==> config.mk <==
export PLATFORM = sky130hd
export DESIGN_NAME = multi_alarm_ctrl
export DESIGN_NICKNAME = d
export VERILOG_FILES = /design/src/rtl/multi_alarm_ctrl.sv
export SDC_FILE = /design/constraint.sdc
export NUM_CORES = 1
export LEC_CHECK = 0
export ABC_AREA = 1
export ABC_CLOCK_PERIOD_IN_PS = 1700
export CORE_MARGIN = 2
export CORE_UTILIZATION = 54
export CTS_CLUSTER_DIAMETER = 60
export DETAILED_ROUTE_END_ITERATION = 12
export PLACE_DENSITY = 0.75
export SYNTH_ARGS = -nofsm -noshare
export SYNTH_HDL_FRONTEND = slang
export SYNTH_SLANG_ARGS = --single-unit
==> constraint.sdc <==
create_clock -name clk -period 1.7 [get_ports clk]
set_clock_uncertainty 0.15 [all_clocks]
set_input_delay 0.51 -clock clk [delete_from_list [all_inputs] [get_ports clk]]
set_output_delay 0.51 -clock clk [all_outputs]
set_load 0.03 [all_outputs]
==> src/rtl/multi_alarm_ctrl.sv <==
// Multi-channel alarm controller: per-channel IDLE/ARMED/RINGING/SNOOZE FSMs compared against the 1 Hz time base.
// Optional macro ALARM_WEEKDAY_MASK_EN adds a per-channel day-of-week enable mask.
module multi_alarm_ctrl #(
    parameter int unsigned NUM_ALARMS = 4,
    parameter int unsigned RING_SEC   = 60,
    parameter int unsigned SNOOZE_MIN = 5,
    localparam int unsigned IDX_W     = (NUM_ALARMS > 1) ? $clog2(NUM_ALARMS) : 1
) (
    input  logic                  clk,
    input  logic                  rst_n,
    input  logic                  tick,
    input  logic [4:0]            cur_hour,
    input  logic [5:0]            cur_min,
    input  logic [5:0]            cur_sec,
`ifdef ALARM_WEEKDAY_MASK_EN
    input  logic [2:0]            cur_dow,
    input  logic [6:0]            wr_dow_mask,
`endif
    input  logic                  wr_en,
    input  logic [IDX_W-1:0]      wr_idx,
    input  logic [4:0]            wr_hour,
    input  logic [5:0]            wr_min,
    input  logic                  wr_arm,
    input  logic                  ack,
    input  logic                  snooze,
    output logic [NUM_ALARMS-1:0] ring,
    output logic                  alarm_any,
    output logic [IDX_W-1:0]      active_idx,
    output logic                  wr_err
);

    localparam int unsigned RING_W = 8;
    localparam int unsigned SNZ_W  = 11;
    localparam logic [RING_W-1:0] RING_LAST = RING_W'(RING_SEC - 1);
    localparam logic [SNZ_W-1:0]  SNZ_LOAD  = SNZ_W'(SNOOZE_MIN * 60 - 1);

    typedef enum logic [1:0] {
        ST_IDLE    = 2'd0,
        ST_ARMED   = 2'd1,
        ST_RINGING = 2'd2,
        ST_SNOOZE  = 2'd3
    } state_e;

    state_e            state_q    [NUM_ALARMS];
    state_e            state_d    [NUM_ALARMS];
    logic [4:0]        hour_q     [NUM_ALARMS];
    logic [4:0]        hour_d     [NUM_ALARMS];
    logic [5:0]        min_q      [NUM_ALARMS];
    logic [5:0]        min_d      [NUM_ALARMS];
    logic [RING_W-1:0] ring_cnt_q [NUM_ALARMS];
    logic [RING_W-1:0] ring_cnt_d [NUM_ALARMS];
    logic [SNZ_W-1:0]  snz_cnt_q  [NUM_ALARMS];
    logic [SNZ_W-1:0]  snz_cnt_d  [NUM_ALARMS];
`ifdef ALARM_WEEKDAY_MASK_EN
    logic [6:0]        dow_mask_q [NUM_ALARMS];
    logic [6:0]        dow_mask_d [NUM_ALARMS];
`endif

    logic [NUM_ALARMS-1:0] ring_q, ring_d;
    logic                  alarm_any_q, alarm_any_d;
    logic [IDX_W-1:0]      active_idx_q, active_idx_d;
    logic                  wr_err_q, wr_err_d;
    logic                  wr_bad, wr_ok, sel, match;

    // Next-state for every channel; a valid write to a channel overrides all other events.
    always_comb begin
        wr_bad = wr_en && ((wr_hour > 5'd23) || (wr_min > 6'd59) || (32'(wr_idx) >= NUM_ALARMS));
        wr_ok  = wr_en && !wr_bad;
        sel    = 1'b0;
        match  = 1'b0;
        for (int i = 0; i < NUM_ALARMS; i++) begin
            state_d[i]    = state_q[i];
            hour_d[i]     = hour_q[i];
            min_d[i]      = min_q[i];
            ring_cnt_d[i] = ring_cnt_q[i];
            snz_cnt_d[i]  = snz_cnt_q[i];
`ifdef ALARM_WEEKDAY_MASK_EN
            dow_mask_d[i] = dow_mask_q[i];
`endif
            sel   = (active_idx_q == IDX_W'(i));
            match = tick && (cur_sec == 6'd0) && (cur_hour == hour_q[i]) && (cur_min == min_q[i]);
`ifdef ALARM_WEEKDAY_MASK_EN
            match = match && (cur_dow <= 3'd6) && dow_mask_q[i][cur_dow];
`endif
            case (state_q[i])
                ST_ARMED: begin
                    if (match) begin
                        state_d[i]    = ST_RINGING;
                        ring_cnt_d[i] = '0;
                    end
                end
                ST_RINGING: begin
                    if (sel && ack) begin
                        state_d[i]    = ST_ARMED;
                        ring_cnt_d[i] = '0;
                    end else if (sel && snooze) begin
                        state_d[i]    = ST_SNOOZE;
                        ring_cnt_d[i] = '0;
                        snz_cnt_d[i]  = SNZ_LOAD;
                    end else if (tick) begin
                        if (ring_cnt_q[i] == RING_LAST) begin
                            state_d[i]    = ST_ARMED;
                            ring_cnt_d[i] = '0;
                        end else begin
                            ring_cnt_d[i] = ring_cnt_q[i] + RING_W'(1);
                        end
                    end
                end
                ST_SNOOZE: begin
                    if (tick) begin
                        if (snz_cnt_q[i] == '0) begin
                            state_d[i]    = ST_RINGING;
                            ring_cnt_d[i] = '0;
                        end else begin
                            snz_cnt_d[i] = snz_cnt_q[i] - SNZ_W'(1);
                        end
                    end
                end
                default: ;
            endcase
            if (wr_ok && (wr_idx == IDX_W'(i))) begin
                state_d[i]    = wr_arm ? ST_ARMED : ST_IDLE;
                hour_d[i]     = wr_hour;
                min_d[i]      = wr_min;
                ring_cnt_d[i] = '0;
                snz_cnt_d[i]  = '0;
`ifdef ALARM_WEEKDAY_MASK_EN
                dow_mask_d[i] = wr_dow_mask;
`endif
            end
            ring_d[i] = (state_d[i] == ST_RINGING);
        end
        // Lowest-index ringing channel wins: scan from the top so lower indices overwrite.
        active_idx_d = '0;
        for (int i = NUM_ALARMS - 1; i >= 0; i--) begin
            if (ring_d[i]) active_idx_d = IDX_W'(i);
        end
        alarm_any_d = |ring_d;
        wr_err_d    = wr_bad;
    end

    always_ff @(posedge clk) begin
        if (!rst_n) begin
            for (int i = 0; i < NUM_ALARMS; i++) begin
                state_q[i]    <= ST_IDLE;
                hour_q[i]     <= '0;
                min_q[i]      <= '0;
                ring_cnt_q[i] <= '0;
                snz_cnt_q[i]  <= '0;
`ifdef ALARM_WEEKDAY_MASK_EN
                dow_mask_q[i] <= '0;
`endif
            end
            ring_q       <= '0;
            alarm_any_q  <= 1'b0;
            active_idx_q <= '0;
            wr_err_q     <= 1'b0;
        end else begin
            for (int i = 0; i < NUM_ALARMS; i++) begin
                state_q[i]    <= state_d[i];
                hour_q[i]     <= hour_d[i];
                min_q[i]      <= min_d[i];
                ring_cnt_q[i] <= ring_cnt_d[i];
                snz_cnt_q[i]  <= snz_cnt_d[i];
`ifdef ALARM_WEEKDAY_MASK_EN
                dow_mask_q[i] <= dow_mask_d[i];
`endif
            end
            ring_q       <= ring_d;
            alarm_any_q  <= alarm_any_d;
            active_idx_q <= active_idx_d;
            wr_err_q     <= wr_err_d;
        end
    end

    assign ring       = ring_q;
    assign alarm_any  = alarm_any_q;
    assign active_idx = active_idx_q;
    assign wr_err     = wr_err_q;

endmodule

==> flow_metrics.tcl, run 1 <==
set metrics [dict create \
    initial_core_util 0.549 \
    worst_endpoint_kind "sequential cell input" \
    port_buffers 44 \
    error_line "[ERROR GRT-0232] Routing congestion too high. Check the congestion heatmap in the GUI." \
    worst_endpoint "active_idx[1]$_SDFF_PP0_/D" \
    ios 45 \
    synth_top_cell_by_area "dfxtp_1" \
    synth_area_leaders "dfxtp_1 (36%), nand2_1 (13%), nor2_1 (7.5%)" \
    grtUsageTotal 0.832 \
    yosys.area_share.simple 0.332 \
    grt_max_degree 35 \
    synth_compound_area_frac 0.140 \
    grt_overflow 200 \
    gp_congestion 0.874 \
    synth-seq-cells 136 \
    post_synth_xor_area_fraction 0.0405 \
    core.rowCount 43 \
    synth-edff-count 0 \
    yosysSeqAreaShare 0.360 \
    antenna_found_initial 4 \
    placed_cells 1581 \
    synth_ff_type "dfxtp_1" \
    muxShareOfSynthArea 0 \
    ctsHoldBuffers 0 \
    async_flop_share 0 \
    syn_nets 1213 \
    status "stopped before the end" \
    synth_cell_types 43 \
    clock_sinks 136 \
    synth_cells 1157 \
    die_h_um 122 \
    lastStage "global routing" \
    dpl.hpwl_um 15200 \
    clk_path_buf_depth 2 \
    synth_top_area_share 0.360 \
    cts-htree-levels 4 \
    yosys_warnings 0 \
    synth_top_family_by_area "simple AND/OR/NAND/NOR gates" \
    fp.dieW_um 122 \
    synth_adder_area_share 0.0314 \
    netlist_area_um2 7560 \
    numCtsBuffers 17 \
    cts-root-buf "clkbuf_16" \
    avgSynthCellArea_um2 6.54 \
]
-- per-layer routing --
metal	GRT usage	GRT overflow
met5	0.208	1
met1	0.790	1
met2	1.00	111
met3	0.693	5
met4	0.930	82
-- metrics by stage --
stage / cell area (um^2) / setup TNS (ns) / worst slack (ns) / hold slack, ns
global placement: 10000 / -98.00 / -0.917 / 0.302
detailed placement: 10000 / -101.21 / -0.940 / 0.307
floorplan: 7810 / -1.36 / -0.0946 / 0.271
CTS: 11700 / -4.04 / -0.175 / 0.303
-- cells in the mapped netlist, drive strengths merged, types with 14 or more instances --
cell     n
xnor2   17
a21oi   99
nor2   162
nand3   62
dfxtp  136
nor3    31
inv    162
o21ai   79
xor2    18
nand2  278
ha      19
nand4   20
or2     14
-- timing repair --
action / in CTS
pin swaps: 126
buffers inserted: 49
gates resized for setup: 349
cloned: 1
setup endpoints to repair: 143
-- cell families after synthesis --
logic type,Yosys count
and+or+nand+nor,582
adders and majority gates,19
xor gates and xnor gates,35
buffers and inverters,184
DFF,136
AOI/OAI and AO/OA,201
==> inputs of run 2 (changes only) <==
Settings changed: ABC_CLOCK_PERIOD_IN_PS 1700 to 2200, CORE_UTILIZATION 54 to 40, CTS_CLUSTER_DIAMETER 60 to default, PLACE_DENSITY 0.75 to default, PLACE_DENSITY_LB_ADDON from default to 0.15.
Clock period 1.7 ns to 2.2 ns, I/O delays scaled along.
==> run 2 against run 1 <==
  * Area after synthesis unchanged
  * Synthesized cell count unchanged
  * The run now ends clean
==> flow_metrics.tcl, run 2 <==
set metrics [dict create \
    yosysMostFrequentCell "nand2_1" \
    worst_pin_slew_ns 0.388 \
    initial_core_util 0.406 \
    fin_nets 1363 \
    rsz0062_at_grt "true" \
    crit_type "primary input to flip-flop" \
    nFillCells 1873 \
    clkTransAtPathRegs_ns 0.06 \
    drtAntennaViolNets 0 \
    r2r_cells 12 \
    diodes 0 \
    cp-endpoint "state_q[2][0]$_SDFF_PN0_" \
    layout-area-overhead-vs-synth_pct 29.7 \
    post-route-cell-area_um2 9800 \
    worstPathCellList "clkdlybuf4s50_1 > nand4_1 > nand3_2 > inv_2 > nand3_1 > buf_4 > buf_4 > inv_1 > nand2_1 > a21oi_1" \
    cpMaxStageDelayCell "clkdlybuf4s50_1" \
    path_common_cell "buf_4" \
    grt_pass1_wl_um 31900 \
    status "complete, no violations" \
    cts-htree-levels 4 \
    yosys_warnings 0 \
    firstDrtPassIters 5 \
    synth_adder_area_share 0.0314 \
    reg2reg_to "ring_cnt_q[0][6]$_SDFFE_PP0P_" \
    numCtsBuffers 17 \
    cp_max_fo 7 \
    synth_cell_types 43 \
    drc_errors 0 \
    core.rowCount 50 \
    top_regs "snz_cnt_q: 44 flops, ring_cnt_q: 32 flops, min_q: 24 flops" \
    die_area_um2 20000 \
    core_um2 18600 \
    synth_area_leaders "dfxtp_1 (36%), nand2_1 (13%), nor2_1 (7.5%)" \
    final_max_slew_viol_count 0 \
    min_path_type "flip-flop to flip-flop" \
    fp.dieW_um 141 \
    avgSynthCellArea_um2 6.54 \
    cap_viol_max_count 0 \
    grt_overflow 0 \
    clk_path_buf_depth 2 \
    muxShareOfSynthArea 0 \
    synth_cells 1157 \
    ir_drop_mv 0.522 \
    synth_top_family_by_area "simple AND/OR/NAND/NOR gates" \
    syn_nets 1213 \
    dpl_cell_area_um2 8970 \
    cp-startpoint "wr_min[5]" \
    cp.required_ns 2.40 \
    synth_ff_type "dfxtp_1" \
    largest_reg_flops 44 \
    synth-edff-count 0 \
    cts_tree "yes" \
    port_buffers 44 \
    first_global_vias 6844 \
    first_iter_violations 374 \
    synth_top_cell_by_area "dfxtp_1" \
    grt_max_degree 43 \
    layout_common_cells "nand2_1 (258), inv_1 (146), nor2_1 (136)" \
    gp_congestion 0.835 \
    arrival_ns 2.30 \
    grtUsageTotal 0.197 \
    final_common_cell "nand2_1" \
    antenna_found_initial 0 \
    final_hold_viol_count 0 \
    fin_tns_setup_ns 0 \
    drt-wirelength-per-cell_um 12.2 \
    finalCritPeriodShare 0.954 \
    synth_compound_area_frac 0.140 \
    yosys.area_share.simple 0.332 \
    drt-vias-per-instance 4.79 \
    clock_sinks 136 \
    die_h_um 141 \
    synth-seq-cells 136 \
    slowest_delay_ns 0.46 \
    power_density_nw_per_um2 699 \
    netlist_area_um2 7560 \
    top_register "snz_cnt_q" \
    post_synth_xor_area_fraction 0.0405 \
    dpl.hpwl_um 14200 \
    synth_top_area_share 0.360 \
    p_leak_nw 4.35 \
    ios 45 \
    synthTopCellsByCount "nand2_1 (270), nor2_1 (152), inv_1 (150)" \
    clk_latency_ns 0.42 \
    async_flop_share 0 \
    routed-via-count 7442 \
    setup_viol 0 \
    cts-root-buf "clkbuf_16" \
    critical_path.endpoint_type "flip-flop" \
    r2r_start "state_q[0][0]$_SDFF_PN0_" \
    relSlewSlack 0.739 \
    crit_path_start_kind "primary input" \
    whs_path_depth 1 \
    r2r_slack_ns 0.18 \
    wl_um 19000 \
    layout-drive-gt1-share 0.173 \
    report.power.total_mw 6.85 \
    fin_crit_ns 2.10 \
    fmax_ghz 0.477 \
    yosysSeqAreaShare 0.360 \
]
-- run 2: cell counts after synthesis --
Identical to the previous run, type by type.
-- run 2: cell type report --
type	instances	area, um^2	share of cell area
Inverter	163	614	0.0627
Timing Repair Buffer	151	1250	0.127
Clock inverter	14	200	0.0204
Tap cell	234	293	0.0299
Sequential cell	136	2730	0.278
Clock buffer	17	425	0.0434
Multi-Input combinational cell	838	4300	0.438
-- run 2: power by group --
group | total [mW] | switching, mW | leakage [nW] | internal [mW]
combinational | 1.16 | 0.657 | 2.95 | 0.498
clock | 3.06 | 1.16 | 0.296 | 1.90
sequential | 2.64 | 0.0796 | 1.10 | 2.56
-- run 2: cells by family (layout without fill, tap and decap cells) --
logic type | count (synthesis) | in the layout
adder cells (fa/ha/maj) | 19 | 19
flip-flops | 136 | 136
buffers and inverters | 184 | 345
AO/OA/AOI/OAI | 201 | 201
AND/OR/NAND/NOR | 582 | 583
XOR/XNOR | 35 | 35
-- run 2: routing by layer --
metal,GRT usage,share of wire,up-vias
li1,-,-,4013
met3,0.0341,0.033,15
met4,0.0584,0.0085,0
met5,0,0,-
met2,0.328,0.46,110
met1,0.263,0.49,3304
-- run 2: repair_timing --
item	CTS	global route
gates cloned	0	2
hold buffers	0	0
pin swaps	4	12
endpoints found under the setup margin	78	75
gates resized for setup	39	51
setup buffers	1	2
-- run 2: worst max-delay path: cells and delay by family --
| family | cells | cell delay, ns |
|---|---|---|
| simple gates | 4 | 0.47 |
| compound gates | 1 | 0.13 |
| buf+inv | 5 | 1.03 |
-- run 2: worst min path at each step --
stage | from | to
6_report | snz_cnt_q[0][0]$_SDFFE_PP0P_ | snz_cnt_q[0][0]$_SDFFE_PP0P_
5_1_grt | hour_q[3][3]$_SDFFE_PN0P_ | hour_q[3][3]$_SDFFE_PN0P_
2_1_floorplan | snz_cnt_q[0][0]$_SDFFE_PP0P_ | snz_cnt_q[0][0]$_SDFFE_PP0P_
3_3_place_gp | hour_q[3][3]$_SDFFE_PN0P_ | hour_q[3][3]$_SDFFE_PN0P_
4_1_cts | snz_cnt_q[0][0]$_SDFFE_PP0P_ | snz_cnt_q[0][0]$_SDFFE_PP0P_
3_5_place_dp | snz_cnt_q[0][0]$_SDFFE_PP0P_ | snz_cnt_q[0][0]$_SDFFE_PP0P_
-- run 2: metrics by stage --
| stage | hold slack (ns) | util | setup slack (ns) | std cells |
|---|---|---|---|---|
| after floorplan | 0.281 | - | 0.185 | 1157 |
| after global placement | 0.299 | 0.481 | -0.637 | 1517 |
| after detailed placement | 0.301 | 0.481 | -0.664 | 1517 |
| after CTS | 0.310 | 0.517 | 0.00546 | 1549 |
| after global routing | 0.329 | 0.526 | -0.0154 | 1553 |
| final | 0.306 | 0.526 | 0.102 | 1553 |
No activity file was read; power rests on OpenSTA's default activity.
==> inputs of run 3 (changes only) <==
--- a/config.mk
+++ b/config.mk
@@ -9,5 +9,5 @@
 export ABC_CLOCK_PERIOD_IN_PS = 2200
 export CORE_MARGIN = 2
-export CORE_UTILIZATION = 40
+export CORE_UTILIZATION = 45
 export DETAILED_ROUTE_END_ITERATION = 12
 export PLACE_DENSITY_LB_ADDON = 0.15
==> constraint.sdc (replaced) <==
create_clock -name clk -period 2.2 [get_ports clk]
set_clock_uncertainty 0.15 [all_clocks]
set_input_delay 0.44 -clock clk [delete_from_list [all_inputs] [get_ports clk]]
set_output_delay 0.44 -clock clk [all_outputs]
set_load 0.03 [all_outputs]
==> run 3 against run 2 <==
  * Non-clock buffer count down 7
  * Register-to-register slack better by 0.03 ns
  * Die area fell by 11%
  * Flip-flop and latch count stayed put
  * Hold slack better by 0.0066 ns
  * Utilization up 5.8 points
  * Worst setup slack better by 0.035 ns
  * Critical path depth rose by 1
  * Wire length fell by 3.7%
  * Final area decreased by 1.6%
==> flow_metrics.tcl, run 3 (synthesized netlist as in run 2, its figures left out) <==
set metrics [dict create \
    port_buffers 44 \
    cts_tree "yes" \
    worst_pin_slew_ns 0.397 \
    critical_path.endpoint_type "flip-flop" \
    setup_ws_ns 0.137 \
    fin_crit_ns 2.06 \
    crit_type "primary input to flip-flop" \
    grtUsageTotal 0.216 \
    fp.dieW_um 134 \
    cp.required_ns 2.42 \
    pre_cts_slack_ns -0.443 \
    slowest_delay_ns 0.44 \
    largest_reg_flops 44 \
    drt-wirelength-per-cell_um 11.9 \
    grt_max_degree 26 \
    p_clk_frac 0.444 \
    fmax_ghz 0.485 \
    diodes 0 \
    worstPathCellList "clkdlybuf4s50_1 > buf_4 > xnor2_1 > nand3_1 > nor2_1 > nand3_1 > nand2_1 > nand2_2 > buf_4 > or2_0 > a21oi_1" \
    wl_um 18300 \
    status "complete, no violations" \
    top_register "snz_cnt_q" \
    report.power.total_mw 6.76 \
    rsz0062_at_grt "false" \
    layout-area-overhead-vs-synth_pct 27.6 \
    final_max_slew_viol_count 0 \
    drc_errors 0 \
    hold_slack_ns 0.313 \
    final_hold_viol_count 0 \
    first_iter_violations 485 \
    gp_congestion 0.859 \
    ios 45 \
    cts-htree-levels 4 \
    layout-drive-gt1-share 0.151 \
    dpl.hpwl_um 14000 \
    crit_path_start_kind "primary input" \
    cap_viol_max_count 0 \
    sw_frac_of_total 0.275 \
    min_path_type "flip-flop to flip-flop" \
    clock_sinks 136 \
    first_global_vias 6810 \
    r2r_cells 10 \
    cts-root-buf "clkbuf_16" \
    arrival_ns 2.28 \
    relSlewSlack 0.733 \
    fin_tns_setup_ns 0 \
    ir_drop_mv 0.608 \
    firstDrtPassIters 4 \
    power.internal_mw 4.90 \
    cp_max_fo 7 \
    routed-via-count 7446 \
    ctsHoldBuffers 0 \
    initial_core_util 0.458 \
    numCtsBuffers 17 \
    combinationalPowerShare 0.165 \
    grt_overflow 0 \
    core_um2 16500 \
    p_leak_nw 4.37 \
    clk_latency_ns 0.43 \
    layout_common_cells "nand2_1 (266), inv_1 (148), nor2_1 (146)" \
    top_regs "snz_cnt_q: 44 flops, ring_cnt_q: 32 flops, min_q: 24 flops" \
    clk_path_buf_depth 2 \
    power.switching_mw 1.86 \
    fin_nets 1355 \
    clkTransAtPathRegs_ns 0.06 \
    finalCritPeriodShare 0.938 \
    final_common_cell "nand2_1" \
    cpMaxStageDelayCell "clkdlybuf4s50_1" \
    power_density_nw_per_um2 701 \
    die_area_um2 17900 \
    antenna_found_initial 0 \
    pwr-share-seq 0.391 \
    drtAntennaViolNets 0 \
    setup_viol 0 \
    die_h_um 134 \
    core.rowCount 47 \
    grt_pass1_wl_um 31100 \
    drt-vias-per-instance 4.86 \
    whs_path_depth 2 \
]
==> run 3: cell types whose count changed in the layout (fill, tap and decap cells not counted), moves of 8 or more <==
cell / previous run / this run
clkdlybuf4s50_1: 21 / 30
dlygate4sd2_1: 19 / 2
dlymetal6s2s_1: 1 / 12
nand2_1: 258 / 266
nor2_1: 136 / 146
nor2_2: 22 / 14
==> run 3: area by class of cell <==
cell class	count	area, um^2
clock buffers	19	453
clock inverters	13	166
fillers	1578	6880
inverters	163	614
multi-input cells	837	4180
flip-flops and latches	136	2730
well taps	220	275
repair buffers	144	1230
==> run 3: per-layer routing <==
| metal | track usage | wire length, um |
|---|---|---|
| met4 | 0.0898 | 419 |
| met5 | 0 | 0 |
| met3 | 0.0483 | 615 |
| met1 | 0.289 | 8910 |
| met2 | 0.338 | 8330 |
==> run 3: power groups by stage <==
| stage | Combinational [mW] | Sequential [mW] | Clock [mW] |
|---|---|---|---|
| 6_report | 1.11 | 2.64 | 3.00 |
| 5_1_grt | 1.26 | 2.66 | 3.19 |
| 4_1_cts | 1.10 | 2.64 | 3.06 |
| 3_5_place_dp | 1.10 | 2.69 | 0 |
| 3_3_place_gp | 1.10 | 2.69 | 0 |
| 2_1_floorplan | 0.671 | 2.70 | 0 |
==> run 3: through the flow <==
step                      cells   util  instance area [um^2]
after floorplan            1157      -                  7560
after global placement     1499  0.540                  8930
after detailed placement   1499  0.540                  8930
after CTS                  1531  0.578                  9550
after global routing       1532  0.584                  9650
final                      1532  0.584                  9650
==> run 3: repair_timing <==
action | 4_1_cts | 5_1_grt
setup endpoints to repair | 3 | 38
gates resized for setup | 3 | 35
setup buffers | 0 | 1
pin swaps | 0 | 5
==> run 3: worst paths after layout <==
| path | from | end | slack (ns) |
|---|---|---|---|
| worst max-delay path | cur_min[4] | ring_cnt_q[1][0]$_SDFFE_PP0P_ | 0.14 |
| worst min-delay path | hour_q[0][3]$_SDFFE_PN0P_ | hour_q[0][3]$_SDFFE_PN0P_ | 0.31 |
| worst max register to register | ring_cnt_q[2][0]$_SDFFE_PP0P_ | active_idx[0]$_SDFF_PP0_ | 0.21 |
| worst min register to register | hour_q[0][3]$_SDFFE_PN0P_ | hour_q[0][3]$_SDFFE_PN0P_ | 0.31 |
==> run 3: worst max-delay path, delay by kind of cell <==
| kind | cells | cell delay (ns) |
|---|---|---|
| AO/OA/AOI/OAI | 1 | 0.11 |
| XOR/XNOR | 1 | 0.17 |
| buffers and inverters | 3 | 0.77 |
| AND/OR/NAND/NOR | 6 | 0.80 |
==> inputs of run 4 (changes only) <==
Settings changed: ABC_CLOCK_PERIOD_IN_PS 2200 to 1820, MAX_ROUTING_LAYER from default to met4.
Clock period 2.2 ns to 1.82 ns, I/O delays scaled along.
==> run 4 against run 3 <==
  * The run now ends with negative setup slack left
  * Die area unchanged
  * Final area rose by 20%
  * Wire length grew 20%
  * Hold slack worse by 0.0064 ns
  * Critical path depth is 1 lower
  * Flip-flop and latch count did not move
  * Utilization rose by 12 points
==> flow_metrics.tcl, run 4 (synthesized netlist as in run 2, its figures left out) <==
set metrics [dict create \
    cap_viol_max_count 0 \
    die_h_um 134 \
    setup_viol 18 \
    r2r_slack_ns -0.06 \
    layout-drive-gt1-share 0.368 \
    fp.dieW_um 134 \
    fin_crit_ns 1.88 \
    violations "negative setup slack" \
    rsz0062_at_grt "true" \
    core.rowCount 47 \
    fmax_ghz 0.531 \
    routed-via-count 8175 \
    clkTransAtPathRegs_ns 0.06 \
    final_hold_viol_count 0 \
    clk_path_buf_depth 2 \
    cts_tree "yes" \
    final_max_slew_viol_count 0 \
    grt_overflow 0 \
    ios 45 \
    setup_ws_ns -0.0646 \
    gp_congestion 0.901 \
    firstDrtPassIters 5 \
    dpl.hpwl_um 14700 \
    first_global_vias 7680 \
    numCtsBuffers 17 \
    initial_core_util 0.458 \
    p_clk_frac 0.402 \
    crit_type "flip-flop to flip-flop" \
    power_density_nw_per_um2 733 \
    clk_latency_ns 0.42 \
    grt_max_degree 29 \
    die_area_um2 17900 \
    drtAntennaViolNets 0 \
    core_um2 16500 \
    min_path_type "flip-flop to flip-flop" \
    report.power.total_mw 8.47 \
    pwr-share-seq 0.377 \
    p_leak_nw 5.07 \
    ir_drop_mv 0.725 \
    clock_sinks 136 \
    relSlewSlack 0.736 \
    worst_pin_slew_ns 0.395 \
    crit_path_start_kind "flip-flop" \
    combinationalPowerShare 0.220 \
    cts-htree-levels 4 \
    wl_um 22000 \
    cp.required_ns 2.02 \
    fin_nets 1480 \
    arrival_ns 2.08 \
    antenna_found_initial 0 \
    finalCritPeriodShare 1.04 \
    top_register "snz_cnt_q" \
    grtUsageTotal 0.244 \
    port_buffers 44 \
    layout-area-overhead-vs-synth_pct 52.8 \
    pre_cts_slack_ns -0.845 \
    first_iter_violations 424 \
    power.internal_mw 6.05 \
    drc_errors 0 \
    largest_reg_flops 44 \
    diodes 0 \
    top_regs "snz_cnt_q: 44 flops, ring_cnt_q: 32 flops, min_q: 24 flops" \
    grt_pass1_wl_um 34500 \
    status "finished, violations left" \
    drt-wirelength-per-cell_um 13.3 \
    sw_frac_of_total 0.286 \
    cp_max_fo 6 \
    cts-root-buf "clkbuf_16" \
    critical_path.endpoint_type "flip-flop" \
    final_common_cell "nand2_1" \
    drt-vias-per-instance 4.94 \
    layout_common_cells "nand2_1 (233), buf_4 (198), inv_1 (121)" \
    power.switching_mw 2.42 \
]
run 4: cell count changes in the layout (fill, tap and decap cells not counted), moves of 22 or more:
| cell | previous run | this run |
|---|---|---|
| inv_1 | 148 | 121 |
| nor2_1 | 146 | 104 |
| nand3_1 | 59 | 37 |
| dfxtp_1 | 132 | 110 |
| buf_6 | 0 | 22 |
| inv_2 | 13 | 37 |
| buf_4 | 99 | 198 |
| nand2_1 | 266 | 233 |
run 4: repair_timing:
action,4_1_cts,5_1_grt
setup endpoints to repair,100,99
endpoints found under the hold margin,0,0
resized for setup,125,232
hold buffers,0,0
buffers inserted,10,13
pin swaps,41,73
gates cloned,1,3
run 4: area by class of cell:
class | instances | area, um^2
tap | 220 | 275
multi-input combinational | 839 | 5100
sequential | 136 | 2770
timing repair buffer | 267 | 2210
clock inverter | 11 | 124
clock buffer | 20 | 457
fill | 1307 | 4970
inverter | 163 | 627
run 4: final timing paths:
kind                                                   start                            end  cells after the start
worst min register to register     hour_q[0][3]$_SDFFE_PN0P_      hour_q[0][3]$_SDFFE_PN0P_                      2
worst max register to register  snz_cnt_q[1][1]$_SDFFE_PP0P_  ring_cnt_q[1][0]$_SDFFE_PP0P_                     10
worst max-delay path            snz_cnt_q[1][1]$_SDFFE_PP0P_  ring_cnt_q[1][0]$_SDFFE_PP0P_                     10
worst min-delay path               hour_q[0][3]$_SDFFE_PN0P_      hour_q[0][3]$_SDFFE_PN0P_                      2
run 4: routing by layer:
layer,up-vias,GRT usage,wire [um]
met1,3736,0.302,9880
met5,-,-,0
met2,145,0.410,11000
met3,28,0.0441,803
li1,4266,-,-
met4,0,0.0668,301
run 4: through the flow:
step / setup TNS (ns) / hold slack [ns] / area, um^2 / std cells / util
2_1_floorplan: -0.0209 / 0.286 / 7570 / 1157 / -
3_3_place_gp: -69.01 / 0.298 / 9710 / 1598 / 0.587
3_5_place_dp: -69.51 / 0.298 / 9710 / 1598 / 0.587
4_1_cts: -0.187 / 0.307 / 10700 / 1640 / 0.645
5_1_grt: -5.58 / 0.328 / 11600 / 1656 / 0.699
6_report: -0.472 / 0.306 / 11600 / 1656 / 0.699
run 4: critical path, cell delays in order (launching register included):
cell     delay, ns
dfxtp_2       0.33
inv_2         0.07
ha_4          0.14
nand2_4       0.05
nor3_4        0.17
nand3_2       0.16
a21oi_4       0.19
nand2_4       0.09
buf_6         0.13
or2_0         0.20
a21oi_1       0.13
run 4: power groups by stage:
stage | clock [mW] | sequential [mW] | combinational, mW
floorplan | 0 | 3.27 | 0.817
global placement | 0 | 3.24 | 1.52
detailed placement | 0 | 3.24 | 1.53
CTS | 3.47 | 3.18 | 1.65
global route | 3.60 | 3.21 | 2.06
finish | 3.41 | 3.20 | 1.87
